## config.mk

```make
export PLATFORM = sky130hd
export DESIGN_NAME = mem_ctrl
export DESIGN_NICKNAME = d
export VERILOG_FILES = /design/src/rtl/mem_ctrl_pkg.sv /design/src/rtl/mem_load_ext.sv /design/src/rtl/mem_ctrl.sv
export SDC_FILE = /design/constraint.sdc
export NUM_CORES = 1
export LEC_CHECK = 0
export BUFFER_PORTS_ARGS = -buffer_cell sky130_fd_sc_hd__buf_2
export CORE_MARGIN = 5
export CORE_UTILIZATION = 40
export DETAILED_ROUTE_END_ITERATION = 6
export GPL_TIMING_DRIVEN = 0
export PLACE_DENSITY = 0.62
export SLEW_MARGIN = 20
export SYNTH_ARGS = -nofsm -noshare
export SYNTH_HDL_FRONTEND = slang
export SYNTH_SLANG_ARGS = --single-unit
```

## constraint.sdc

```tcl
create_clock -name clk_in -period 2.95 [get_ports clk_in]
set_input_delay 0.295 -clock clk_in [delete_from_list [all_inputs] [get_ports clk_in]]
set_output_delay 0.295 -clock clk_in [all_outputs]
set_load 0.01 [all_outputs]
```

## src/rtl/mem_ctrl_pkg.sv

```systemverilog
// mem_ctrl_pkg -- shared encodings for the memory controller.
//   op field layout: op[3] load/store, op[2] zero-extend, op[1:0] access size.
//   FSM state encoding, and the upper-halfword tag of the IO window.
package mem_ctrl_pkg;

   // op field
   localparam int         OP_LD_BIT = 3;   // 1 = load, 0 = store
   localparam int         OP_ZX_BIT = 2;   // 1 = zero-extend (loads only)
   localparam logic [1:0] SZ_BYTE   = 2'b00;
   localparam logic [1:0] SZ_HALF   = 2'b01;
   localparam logic [1:0] SZ_WORD   = 2'b10;

   // instruction fetch is handled as an unextended 4-byte load
   localparam logic [3:0] OP_FETCH  = 4'b1010;

   // FSM states
   localparam logic [1:0] ST_IDLE   = 2'd0;
   localparam logic [1:0] ST_READ   = 2'd1;
   localparam logic [1:0] ST_WRITE  = 2'd2;
   localparam logic [1:0] ST_DONE   = 2'd3;

   // stores whose addr[31:16] matches this go to the IO buffer
   localparam logic [15:0] IO_ADDR_HI = 16'h0003;

   // index of the last byte of an access of the given size
   function automatic logic [1:0] last_idx(input logic [1:0] sz);
      case (sz)
         SZ_BYTE: last_idx = 2'd0;
         SZ_HALF: last_idx = 2'd1;
         default: last_idx = 2'd3;
      endcase
   endfunction

endpackage

```

## src/rtl/mem_load_ext.sv

```systemverilog
// mem_load_ext -- combinational load-result extension.
//   raw : assembled little-endian bytes (only the low 1/2/4 bytes are meaningful)
//   op  : access op; size from op[1:0], zero-extend when op[2]
//   ext : sign- or zero-extended 32-bit result
module mem_load_ext
   import mem_ctrl_pkg::*;
(
   input  logic [31:0] raw,
   input  logic [3:0]  op,
   output logic [31:0] ext
);

   logic sx;

   // sign-extension only makes sense for loads without the zero-extend bit
   assign sx = op[OP_LD_BIT] & ~op[OP_ZX_BIT];

   always_comb begin
      ext = raw;
      case (op[1:0])
         SZ_BYTE: ext = {{24{sx & raw[7]}},  raw[7:0]};
         SZ_HALF: ext = {{16{sx & raw[15]}}, raw[15:0]};
         default: ext = raw;
      endcase
   end

endmodule

```

## src/rtl/mem_ctrl.sv

```systemverilog
// mem_ctrl -- byte-serial RAM controller shared by the LSB and instruction fetch.
//   clk_in, rst_in (async, active low), rdy_in (global stall), clear_flag (flush)
//   LSB   : full_mem/addr/data/op in, mem_ready pulse + mem_val out
//   fetch : if_req/if_addr in, if_ready pulse + if_data out
//   RAM   : mem_a/mem_dout/mem_wr out, mem_din in (one-cycle read latency),
//           io_buffer_full stalls stores into the IO window
module mem_ctrl
   import mem_ctrl_pkg::*;
(
   input  logic        clk_in,
   input  logic        rst_in,
   input  logic        rdy_in,
   input  logic        clear_flag,
   // LSB port
   input  logic        full_mem,
   input  logic [31:0] addr,
   input  logic [31:0] data,
   input  logic [3:0]  op,
   output logic        mem_ready,
   output logic [31:0] mem_val,
   // fetch port
   input  logic        if_req,
   input  logic [31:0] if_addr,
   output logic        if_ready,
   output logic [31:0] if_data,
   // RAM port
   input  logic [7:0]  mem_din,
   output logic [7:0]  mem_dout,
   output logic [31:0] mem_a,
   output logic        mem_wr,
   input  logic        io_buffer_full
);

   logic [1:0]  state;
   logic [1:0]  cnt;        // index of the byte currently on the bus
   logic [1:0]  cnt_nxt;
   logic [31:0] base;
   logic [31:0] st_data;
   logic [3:0]  cur_op;
   logic        is_fetch;
   logic        rd_last;    // all bytes sampled, result goes out next edge
   logic [31:0] rd_buf;
   logic [31:0] ext_val;
   logic        io_blk;
   logic        acc_io_blk;

   function automatic logic [7:0] byte_sel(input logic [31:0] w, input logic [1:0] i);
      case (i)
         2'd0:    byte_sel = w[7:0];
         2'd1:    byte_sel = w[15:8];
         2'd2:    byte_sel = w[23:16];
         default: byte_sel = w[31:24];
      endcase
   endfunction

   function automatic logic [31:0] put_byte(input logic [31:0] w, input logic [1:0] i,
                                            input logic [7:0] b);
      put_byte = w;
      case (i)
         2'd0:    put_byte[7:0]   = b;
         2'd1:    put_byte[15:8]  = b;
         2'd2:    put_byte[23:16] = b;
         default: put_byte[31:24] = b;
      endcase
   endfunction

   mem_load_ext u_ext (
      .raw (rd_buf),
      .op  (cur_op),
      .ext (ext_val)
   );

   assign cnt_nxt    = cnt + 2'd1;
   // in WRITE the latched base decides; at acceptance the incoming addr does
   assign io_blk     = (base[31:16] == IO_ADDR_HI) && io_buffer_full;
   assign acc_io_blk = (addr[31:16] == IO_ADDR_HI) && io_buffer_full;

   always_ff @(posedge clk_in or negedge rst_in) begin
      if (!rst_in) begin
         state     <= ST_IDLE;
         cnt       <= 2'd0;
         base      <= '0;
         st_data   <= '0;
         cur_op    <= '0;
         is_fetch  <= 1'b0;
         rd_last   <= 1'b0;
         rd_buf    <= '0;
         mem_ready <= 1'b0;
         mem_val   <= '0;
         if_ready  <= 1'b0;
         if_data   <= '0;
         mem_a     <= '0;
         mem_dout  <= '0;
         mem_wr    <= 1'b0;
      end else if (rdy_in) begin
         case (state)
            ST_IDLE: begin
               // a flush in the same cycle suppresses any new acceptance
               if (!clear_flag && (full_mem || if_req)) begin
                  cnt     <= 2'd0;
                  rd_last <= 1'b0;
                  rd_buf  <= '0;
                  if (full_mem) begin
                     base     <= addr;
                     st_data  <= data;
                     cur_op   <= op;
                     is_fetch <= 1'b0;
                     mem_a    <= addr;
                     if (op[OP_LD_BIT]) begin
                        state <= ST_READ;
                     end else begin
                        state    <= ST_WRITE;
                        mem_dout <= data[7:0];
                        mem_wr   <= ~acc_io_blk;
                     end
                  end else begin
                     base     <= if_addr;
                     cur_op   <= OP_FETCH;
                     is_fetch <= 1'b1;
                     mem_a    <= if_addr;
                     state    <= ST_READ;
                  end
               end
            end

            ST_READ: begin
               if (clear_flag) begin
                  state <= ST_IDLE;
                  mem_a <= '0;
               end else if (rd_last) begin
                  state <= ST_DONE;
                  mem_a <= '0;
                  if (is_fetch) begin
                     if_ready <= 1'b1;
                     if_data  <= rd_buf;
                  end else begin
                     mem_ready <= 1'b1;
                     mem_val   <= ext_val;
                  end
               end else begin
                  // mem_din carries the byte for the address presented last edge
                  rd_buf <= put_byte(rd_buf, cnt, mem_din);
                  if (cnt == last_idx(cur_op[1:0])) begin
                     rd_last <= 1'b1;
                  end else begin
                     cnt   <= cnt_nxt;
                     mem_a <= base + 32'(cnt_nxt);
                  end
               end
            end

            ST_WRITE: begin
               // mem_wr high means the byte on the bus was written this cycle;
               // low means it is still waiting on the IO buffer
               if (mem_wr) begin
                  if (cnt == last_idx(cur_op[1:0])) begin
                     state     <= ST_DONE;
                     mem_wr    <= 1'b0;
                     mem_a     <= '0;
                     mem_dout  <= '0;
                     mem_ready <= 1'b1;
                     mem_val   <= '0;
                  end else begin
                     cnt      <= cnt_nxt;
                     mem_a    <= base + 32'(cnt_nxt);
                     mem_dout <= byte_sel(st_data, cnt_nxt);
                     mem_wr   <= ~io_blk;
                  end
               end else begin
                  mem_wr <= ~io_blk;
               end
            end

            default: begin
               // DONE: one cycle, requests still held here are not taken
               state     <= ST_IDLE;
               mem_ready <= 1'b0;
               if_ready  <= 1'b0;
               cnt       <= 2'd0;
            end
         endcase
      end
   end

endmodule

```

Yosys cells after proc, flatten, opt, wreduce, memory -nomap -nowiden. Cells that the tools add are included.

Register bits: 213. Output and inout bits: 107. ROM bits: 0. Logic and storage cells: 165. Bits in latches: 0. Memory bits (writable): 0. Bits of input ports: 115. Memories kept: 0.

Shift-type cells: 0. Bitwise gates (word level): 9. Add/sub/neg operators: 2. Equal/unequal tests: 29. Div/mod/pow operators: 0. Mux-type cells: 76. Reduce and logical (&&, ||, !) cells: 31. $mul: 0. Magnitude comparators: 0.

Operators by type and width (number): 32-bit 2-to-1 mux (15); 32-bit one-hot mux with 2 select lines (3); 32-bit one-hot mux with 3 select lines (1); 8-bit 2-to-1 mux (9); 2-bit 2-to-1 mux (20); 32-bit by 2-bit adder with 32-bit output (1); 16-bit by 2-bit == test with 1-bit output, second input constant (2); 6-bit AND reduction (5); 2-bit inequality test, second input constant (13); 5-bit AND reduction (5); 8-bit one-hot mux with 3 select lines (1); 7-bit AND reduction (3); 1-bit 2-to-1 mux (18); 8-bit one-hot mux with 2 select lines (1); 2-bit one-hot mux with 3 select lines (2); 2-bit by 1-bit == test with 1-bit output, second input constant (4); 2-bit logical NOT (4); 4-bit AND reduction (2); 2-bit == test, second input constant (3); 2-bit by 1-bit inequality test with 1-bit output, second input constant (3); 1-bit inverter (6); 1-bit one-hot mux with 2 select lines (3); 2-bit nonzero test (3); 2-bit == test (2); other kinds (14) (18).

Logic depth before layout (Yosys ltp).
Word-level depth: 11. Depth in mapped cells: 10. Depth with buffers taken out: 10.

Hierarchy. Synthesis repeated with hierarchy kept, for this count alone.

Cell total of the unflattened synthesis: 895. Area total of the unflattened synthesis: 10196.0 sq um.

By module, submodules not included: mem_ctrl (cells each 829, seq. area each 5330.1 sq um, area an instance 9771.9 sq um, instances 1); mem_load_ext (cells each 66, seq. area each 0.0 sq um, area an instance 424.2 sq um, instances 1).

Worst setup path before layout. OpenSTA, ideal clock, no wires.

Path kind: flip-flop to flip-flop. From: reg cnt[0]. To: reg mem_a[14]. Clock period less this slack: 2509 ps. Required time: 2885 ps. Stages on the path, launching flop included: 11. Path slack: 441 ps. Setup time: 65 ps. Data arrival time: 2445 ps. Path buffers: 0. Cell sequence: dfrtp_1 inv_1 ha_1 inv_1 fa_1 nand2b_1 nor4_4 nand2_1 xor2_1 o221ai_1 o21a_1.

Cells in the longest elaborated chain, start to end: 6. Elaborated cells on any way between the ends: 12. Classes of those cells: add/sub (2); eq/ne (3); mux (6); reduce/logical (1).

RTL lines: start: declaration (line mem_ctrl.sv:35) `logic [1:0] cnt;`; start signal: assignment (line mem_ctrl.sv:146) `cnt <= cnt_nxt;`; start signal: assignment (line mem_ctrl.sv:164) `cnt <= cnt_nxt;`; 2-bit by 1-bit adder with 2-bit output (line mem_ctrl.sv:73) `assign cnt_nxt = cnt + 2'd1;`; 32-bit by 2-bit adder with 32-bit output (line mem_ctrl.sv:147, mem_ctrl.sv:165); 32-bit 2-to-1 mux (line mem_ctrl.sv:143) `if (cnt == last_idx(cur_op[1:0])) begin`; 32-bit 2-to-1 mux (line mem_ctrl.sv:130) `end else if (rd_last) begin`; 32-bit 2-to-1 mux (line mem_ctrl.sv:127) `if (clear_flag) begin`; 32-bit one-hot mux with 3 select lines (line mem_ctrl.sv:96) `case (state)`; end signal: assignment (line mem_ctrl.sv:108) `mem_a <= addr;`; end signal: assignment (line mem_ctrl.sv:120) `mem_a <= if_addr;`; end signal: assignment (line mem_ctrl.sv:147) `mem_a <= base + 32'(cnt_nxt);`; end: declaration (line mem_ctrl.sv:29) `output logic [31:0] mem_a,`.

Several ways; a longest one is shown, not always the timed one. The select of a mux whose other input is x is not followed. A chain may end at the register's enable or synchronous reset.

Worst setup path in the final report.
From: reg cnt[0]. To: reg mem_a[23].

The elaborated chain is that of the path after synthesis.

==> run metrics <==
clk slew on worst S/H paths=60 ps; Slew Limit Fails=0; cts bufs inserted=23; Tot GR Track Use=0.1852; initial antenna violation count=0; WHS Endpoint=st_data[14]$_DFFE_PN0P_; worst slew pin tran=815.7 ps; DR iter-0 viols=442; metal1 wirelength=11,950 um; Post-Place Setup Slack=-104.6 ps; crit path launch type=register; num rows=57; DRT Pass-1 Iters=6; Diodes inserted=0; final wirelength=26,400 um; Synth Area in Adders=0.01586; Post-synth top flop=dfrtp_1; io pins=222; XOR/XNOR Fraction of Synth Area=0.02644; TritonCTS Sinks=213; Final Cycle Share=0.9370; Required @ worst endpoint=3390 ps; Final min period=2764 ps; Synth Area in Compound Gates=0.1379; Via density=5.184; metal3 WL=1803 um; Seq/Total Area, Yosys=0.5363; CP max FO=10; biggest area consumer among synthesized cells=dfrtp_1; final hold vios=0; first-pass GRT wire length=42,560 um; sequential power share=0.402; area of the multi-input gates=4322 sq um; Synth area leaders=dfrtp_1, mux2_2, mux2i_1, nand2_1, o21a_1; post-layout util=0.5066; Leak=0.005947 uW; relative slew slack=0.4525; crit path kind=reg2reg; layout cells sized above 1=0.3410; Max Clock Skew=9.136 ps; count of final setup violators=0; Hold WC Path Type=in2reg; count leader, synth=dfrtp_1; RSZ-0062 raised after global routing=false; post-route insts no fill=1,459; CTS tree=built; Hold Path Depth=2; Final ANT Viol Nets=0; placed wire-length estimate=20,110 um; maximum vdd drop=0.3889 mV; residual DRC count=0; crit path DAT=3210 ps; NetSw=4416 uW; met2 wire length=12,230 um; RR Startpoint=cnt[0]$_DFFE_PN0P_; post-synthesis area per instance=11.44 sq um; yosys warns=0; synth unique cells=55; top cells by count, synth=dfrtp_1, mux2_2, nand2_1, nor2_1, a21oi_1; Synth-to-Final Area Change=24.34%; RR Endpoint=mem_a[23]$_DFFE_PN0P_; Setup WS post-layout=185.9 ps; reg-to-reg slack, setup=190 ps; hold_sp=data[14]; Root Driver=clkbuf_16; core area=24,390 sq um; FF-to-FF path depth=9; Die Width=167.6 um; Port Buffers=221; maximum clock path buffer count=3; DR top layer=met4; number of global-route vias before repair=7,705; number of max-cap violations=0; Cell Area, Synth=9938 sq um; Die Footprint=28,100 sq um; combinational share of power=0.354; largest family of logic cells by synthesized area=multiplexers; fill count=2,267; Initial Util=0.4075; # H-tree levels=1; Syn Inst Count=869; GPL Wtd Cong=0.8184; outcome=finished, final reports clean; Vias=7,563; Clock power frac=0.244; die height=167.6 um; Int Power=7942 uW; critical path capture point type=register; pwr/cell area=1000 nW/um^2; largest net degree at the start of global routing=77; post-synth net total=996; wire length per cell=18.09 um; fmax=0.3618 GHz; Overall Power=12,360 uW; Yosys top cell area share=0.5363; synthesized flop and latch total=213; ys async rst share=1.000; total congestion overflow=0; clk_lat worst skew=500 ps; Cells after DPL=1,416; Post-Synth Simple-Gate Area=0.1073; storage element area=5330 sq um; mux contribution to synthesized area=0.1464; Post-synth EDFFs=0; setup TNS=0 ps; nets@finish=1,248; switch share=0.3574
-- registers in the layout, indices dropped and copies added, names as in the netlist --
signal	flops
mem_a	32
if_data	32
cur_op	4
st_data	32
cnt	2
rd_last	1
rd_buf	32
if_ready	1
mem_dout	8
mem_wr	1
base	32
mem_ready	1
is_fetch	1
state	2
mem_val	32
-- metal layers --
layer  vias up  global-route usage
met2       251              0.3026
met4         0             0.04058
met1      3624              0.2587
met3        33             0.03489
li1       3655                   -
met5         -                   0
-- final cells by class --
class,instances,area share
Timing Repair Buffer,227,0.09761
Tap cell,324,0.03281
Sequential cell,213,0.4313
Clock buffer,34,0.05640
Multi-Input combinational cell,593,0.3497
Buffer,51,0.02035
Clock inverter,5,0.008100
Inverter,12,0.003645
-- kinds of logic after synthesis --
kind of cell,Yosys count
mux,133
buf+inv,63
flops,213
compound gates,203
fa+ha+maj,12
simple gates,215
xor+xnor,30
-- layout by cell type, fill, tap and decap left out, types with 6 or more instances in the layout --
cell and n:
clkbuf_1 33, mux2i_1 34, ha_1 11, dfrtp_1 213
o221ai_1 15, clkbuf_16 23, a21oi_1 42, o21a_1 30
o22ai_1 15, nor2b_1 6, nor3_1 13, o2bb2ai_1 8
nand4_1 13, nand3_1 13, o21ai_0 40, xor2_1 18
nand2b_1 19, nand2_1 61, nor4_1 6, xnor2_1 12
inv_1 11, a222oi_1 8, buf_2 229, o21ai_1 6
clkbuf_8 8, and2_1 10, nor2_1 57, mux2_2 99
a22o_1 24
-- worst max-delay path, cell delays in order (launching register included) --
cell	delay (ps)
dfrtp_1	420
inv_1	160
ha_1	390
ha_1	300
a21o_1	170
nor3b_4	490
nand3_2	210
xor2_1	210
o221ai_1	200
o21a_1	150
-- power by group through the flow --
stage	Combinational [uW]	Clock [uW]	Sequential [uW]
after floorplan	2780	0	4990
after global placement	4320	0	4980
after detailed placement	4400	0	5000
after CTS	4430	3110	4960
after global routing	4890	3200	5140
final	4380	3020	4960
-- worst max path at each step --
| stage | startpoint | end | slack [ps] | cells after the start |
|---|---|---|---|---|
| final | cnt[0]$_DFFE_PN0P_ | mem_a[23]$_DFFE_PN0P_ | 190 | 9 |
| after CTS | cnt[0]$_DFFE_PN0P_ | mem_a[23]$_DFFE_PN0P_ | 7 | 9 |
| after global routing | cnt[0]$_DFFE_PN0P_ | mem_a[23]$_DFFE_PN0P_ | 30 | 9 |
| after floorplan | cnt[0]$_DFFE_PN0P_ | mem_a[14]$_DFFE_PN0P_ | 440 | 10 |
| after global placement | rst_in | base[5]$_DFFE_PN0P_ | -2160 | 1 |
| after detailed placement | cnt[0]$_DFFE_PN0P_ | mem_a[28]$_DFFE_PN0P_ | -100 | 10 |
-- per-stage QoR --
stage / hold WS (ps) / area (sq um)
2_1_floorplan: -0.5911 / 9938
3_3_place_gp: 456.9 / 11450
3_5_place_dp: 272.9 / 11510
4_1_cts: 0.3795 / 12350
5_1_grt: 11.26 / 12360
6_report: 29.15 / 12360
-- timing repair --
item	4_1_cts	5_1_grt
endpoints found under the hold margin	66	0
hold buffers	2	0
resized for setup	0	2
buffers inserted	2	0
cloned	0	0
pin swaps	1	0
setup endpoints to repair	3	8
Note: power is estimated with default switching activity, not from simulation.
